File: config.mk
export PLATFORM = sky130hd
export DESIGN_NAME = cpu_controller
export DESIGN_NICKNAME = d
export VERILOG_FILES = /design/src/rtl/cpu_controller.sv
export SDC_FILE = /design/constraint.sdc
export NUM_CORES = 1
export LEC_CHECK = 0
export CAP_MARGIN = 20
export CORE_ASPECT_RATIO = 0.9
export CORE_UTILIZATION = 46
export DETAILED_ROUTE_END_ITERATION = 10
export PLACE_DENSITY = 0.81
export SLEW_MARGIN = 10
export SYNTH_ARGS = -nofsm -noshare
export SYNTH_HDL_FRONTEND = slang
export SYNTH_SLANG_ARGS = --single-unit
File: constraint.sdc
create_clock -name clk -period 2.35 [get_ports clk]
set_input_delay 0.3525 -clock clk [delete_from_list [all_inputs] [get_ports clk]]
set_output_delay 0.3525 -clock clk [all_outputs]
set_load 0.01 [all_outputs]
File: src/rtl/cpu_controller.sv
// Fetch/sequence stage for the 8-bit accumulator CPU: PC, IR and an 8-phase
// control sequencer whose strobes are pure decodes of state and IR.
module cpu_controller #(
  parameter int ADDR_W = 5,
  parameter int DATA_W = 8
) (
  input  logic              clk,
  input  logic              rst,
  input  logic [DATA_W-1:0] mem_rdata,
  input  logic              alu_zero,
  output logic [ADDR_W-1:0] mem_addr,
  output logic              mem_rd,
  output logic              mem_wr,
  output logic              data_oe,
  output logic [2:0]        alu_opcode,
  output logic              acc_ld,
  output logic [ADDR_W-1:0] pc,
  output logic              halted
);

  localparam logic [2:0] OP_HLT = 3'd0;
  localparam logic [2:0] OP_SKZ = 3'd1;
  localparam logic [2:0] OP_ADD = 3'd2;
  localparam logic [2:0] OP_AND = 3'd3;
  localparam logic [2:0] OP_XOR = 3'd4;
  localparam logic [2:0] OP_LDA = 3'd5;
  localparam logic [2:0] OP_STO = 3'd6;
  localparam logic [2:0] OP_JMP = 3'd7;

  typedef enum logic [3:0] {
    S_INST_ADDR, S_INST_FETCH, S_INST_LOAD, S_IDLE,
    S_OP_ADDR, S_OP_FETCH, S_ALU_OP, S_STORE, S_HALT
  } state_t;

  state_t            state;
  logic [DATA_W-1:0] ir;
  logic [2:0]        op;
  logic [ADDR_W-1:0] ir_addr;
  logic              aluop, is_sto, fetch_ph, opnd_ph;

  assign op       = ir[DATA_W-1 -: 3];
  assign ir_addr  = ir[ADDR_W-1:0];
  assign aluop    = (op == OP_ADD) || (op == OP_AND) || (op == OP_XOR) || (op == OP_LDA);
  assign is_sto   = (op == OP_STO);
  assign fetch_ph = (state == S_INST_FETCH) || (state == S_INST_LOAD) || (state == S_IDLE);
  assign opnd_ph  = (state == S_OP_FETCH) || (state == S_ALU_OP) || (state == S_STORE);

  always_ff @(posedge clk or posedge rst) begin
    if (rst) begin
      state  <= S_INST_ADDR;
      pc     <= '0;
      ir     <= '0;
      halted <= 1'b0;
    end else begin
      case (state)
        S_INST_ADDR:  state <= S_INST_FETCH;
        S_INST_FETCH: state <= S_INST_LOAD;
        S_INST_LOAD: begin
          ir    <= mem_rdata;
          state <= S_IDLE;
        end
        S_IDLE:       state <= S_OP_ADDR;
        S_OP_ADDR: begin
          if (op == OP_HLT) begin
            halted <= 1'b1;
            state  <= S_HALT;
          end else begin
            pc    <= pc + ADDR_W'(1);
            state <= S_OP_FETCH;
          end
        end
        S_OP_FETCH:   state <= S_ALU_OP;
        S_ALU_OP: begin
          // alu_zero only matters here; SKZ and JMP cannot both apply
          if (op == OP_SKZ && alu_zero) pc <= pc + ADDR_W'(1);
          else if (op == OP_JMP)        pc <= ir_addr;
          state <= S_STORE;
        end
        S_STORE:      state <= S_INST_ADDR;
        default:      state <= S_HALT;
      endcase
    end
  end

  // Reset forces state to INST_ADDR, so every strobe clears without a clock.
  always_comb begin
    mem_addr   = fetch_ph || (state == S_INST_ADDR) ? pc : ir_addr;
    mem_rd     = fetch_ph || (opnd_ph && aluop);
    data_oe    = ((state == S_ALU_OP) || (state == S_STORE)) && is_sto;
    mem_wr     = (state == S_STORE) && is_sto;
    acc_ld     = (state == S_STORE) && aluop;
    alu_opcode = op;
  end

endmodule

==> results_dict.tcl <==
set metrics [dict create \
    critical_path_arrival_ns 1.87 \
    finalWirelength_um 2110 \
    synth.yosys.seq_area_share 0.435 \
    report.final.hold_viol_count 0 \
    max-slew-margin-rel 0.553 \
    area_of_all_sequential_standard_cells_um2 453 \
    synth_area_per_cell_um2 10.8 \
    reg2regPathDepth 4 \
    num_rows 15 \
    maxCapViolCount 0 \
    outcome "finished, final reports clean" \
    vias 835 \
    synthesis.instances 96 \
    setup_viol_count_final 0 \
    maxClockFrequency_mhz 451 \
    fin_setup_tns_ns 0 \
    antennaDiodeCount 0 \
    cp_capture_type "output port" \
    drive_above_1_share 0.213 \
    tritoncts "yes" \
    dr.pass1.iters 4 \
    cell_area_after_layout_um2 1360 \
    synth.net_count 108 \
    finalWorstPathRequiredPeriod_ns 2.22 \
    groute.usage.overall 0.208 \
    grt_antenna_before_repair 0 \
    total_leakage_power_nw 0.559 \
    die-height_um 47.0 \
    synth_enable_flop_cells 0 \
    clk_latency_ns 0.29 \
    number_of_drc_markers_in_iteration_0 18 \
    multi_input_comb_area_um2 520 \
    clk_pin_slew_ns 0.10 \
    leading_cell_type_by_number_of_instances_after_synthesis "sky130_fd_sc_hd__dfrtp_1" \
    min_path_type "input pin to asynchronous set/reset pin" \
    place.gp.congestion 0.804 \
    h_tree_lvl_count 1 \
    postLayoutCoreUtil 0.677 \
    grt_setup_unrepaired "false" \
    cts_hold_repair.buffers 0 \
    number_of_global_route_vias_before_repair 804 \
    cts_made_buffers 3 \
    netlist_top_cells_area "sky130_fd_sc_hd__dfrtp_1 (44%), sky130_fd_sc_hd__mux2_2 (15%), sky130_fd_sc_hd__mux2i_1 (3.9%), sky130_fd_sc_hd__buf_4 (3.6%), sky130_fd_sc_hd__a2bb2oi_1 (2.5%)" \
    number_of_instances_in_the_placed_design 143 \
    ys_ff_latch 18 \
    required_ns 2.00 \
    synth_area_leader_cell "sky130_fd_sc_hd__dfrtp_1" \
    core_region_area_um2 2010 \
    mappedNetlistArea_um2 1030 \
    number_of_clock_sinks_seen_by_cts 18 \
    floorplan.die_area_um2 2440 \
    drc_errors 0 \
    netlist-cell-type-count 35 \
    synthesis.yosys.warnings 0 \
    critPathMaxFanout 8 \
    n_fill_cell 151 \
    crit-reg2reg-launch "ir[7]" \
    synthToLayoutAreaGrowth_pct 31.3 \
    netlist_top_cells_count "sky130_fd_sc_hd__dfrtp_1 (18), sky130_fd_sc_hd__mux2_2 (14), sky130_fd_sc_hd__nand2_1 (6)" \
    io-pin-count 29 \
    post_drt_via_cell_ratio 5.68 \
    cts-resized-gates 0 \
    vdd.ir_drop.worst_mv 0.854 \
    asr_flop_ratio_synth 1.00 \
    post-place-ws_ns 0.0790 \
    worst_slack_ns 0.132 \
    cts.repair_timing.setup_buffer_count 0 \
    grt_max_degree 19 \
    overflow 0 \
    tightest_slew_ns 0.669 \
    pwr_per_cell_area_nw_per_um2 1390 \
    place.detailed.hpwl_um 1650 \
    destination_of_the_worst_register_to_register_timing_path "pc[1]" \
    ctsRootBufferMaster "sky130_fd_sc_hd__clkbuf_4" \
    final_period_util 0.944 \
    start_util 0.515 \
    finalClockSkew_ns 0.00269 \
    layout.cells.non_filler 147 \
    ant_nets 0 \
    buffer_ports.inserted 28 \
    clock_path_buffers 2 \
    dieWidth_um 52.0 \
    synth_top_flop_cell "sky130_fd_sc_hd__dfrtp_1" \
    final_net_count 135 \
    r2r_setup_slack_ns 0.40 \
    netlist.area_leader.share 0.435 \
    drv_slew 0 \
    grt_pass1_wl_um 3600 \
    worstSetupStartpointType "register" \
    worst-setup-path-type "register to output port" \
    post_dp_cell_area_um2 1310 \
    detail_route.wl_per_cell_um 14.4 \
]
## cell families (layout without fill, tap and decap cells)
family / after synthesis / count (layout) / share of synthesized area
buffers and inverters: 13 / 39 / 0.0677
multiplexers: 19 / 19 / 0.202
XOR/XNOR: 2 / 2 / 0.0169
flip-flops: 18 / 18 / 0.435
AND/OR/NAND/NOR: 28 / 28 / 0.145
adder cells (fa/ha/maj): 1 / 1 / 0.0121
AO/OA/AOI/OAI: 15 / 15 / 0.121
## worst max-delay path, cell delays in order (launching register included)
cell and delay [ns]:
sky130_fd_sc_hd__dfrtp_1 0.51, sky130_fd_sc_hd__inv_1 0.13, sky130_fd_sc_hd__a221oi_1 0.34, sky130_fd_sc_hd__clkdlybuf4s50_1 0.59
## flip-flops by register name, indices dropped and copies added, names as in the netlist
| register | flops |
|---|---|
| pc | 5 |
| state | 4 |
| halted | 1 |
| ir | 8 |
## cell usage in the layout, fill, tap and decap left out, drive strengths merged, types with 3 or more instances in the layout
cell,synthesis,routed
a2111oi,3,3
a2bb2oi,3,3
buf,7,3
clkbuf,2,4
clkdlybuf4s50,0,28
dfrtp,18,18
inv,4,4
mux2,15,15
mux2i,4,4
nand2,6,6
nor2,5,5
## through the flow
stage,hold slack [ns],total power [mW]
6_report,0.450,1.89
5_1_grt,0.521,2.04
4_1_cts,0.469,1.89
3_5_place_dp,0.462,1.70
3_3_place_gp,0.441,1.67
2_1_floorplan,0.291,1.29
## layout make-up
class                           instances  area share
Multi-Input combinational cell         65       0.383
Sequential cell                        18       0.333
Timing Repair Buffer                   31       0.223
Clock buffer                            4      0.0267
Tap cell                               25      0.0230
Inverter                                4      0.0110
## power by group
part           leakage (nW)  switching [mW]  internal (mW)  total, mW
clock                0.0210          0.0922         0.0944      0.187
combinational         0.321           0.399          0.604       1.00
sequential            0.217           0.236          0.463      0.699
## routing by layer
metal,routed length (µm),track usage,vias to the layer above
li1,-,-,402
met1,935,0.262,406
met2,1060,0.351,23
met3,90,0.0712,4
met4,25,0.0432,0
met5,0,0,-
## how the worst max path moves through the flow
stage                         to     start  slack [ns]  cells past startpoint
final                     mem_rd  state[0]        0.13                      3
after global routing      mem_wr  state[2]        0.02                      4
after CTS                 mem_wr  state[1]        0.03                      4
after detailed placement   pc[1]  alu_zero        0.08                      5
after global placement     pc[1]  alu_zero        0.11                      5
after floorplan            pc[1]  state[3]        0.49                      5
Note: power is estimated with default switching activity, not from simulation.
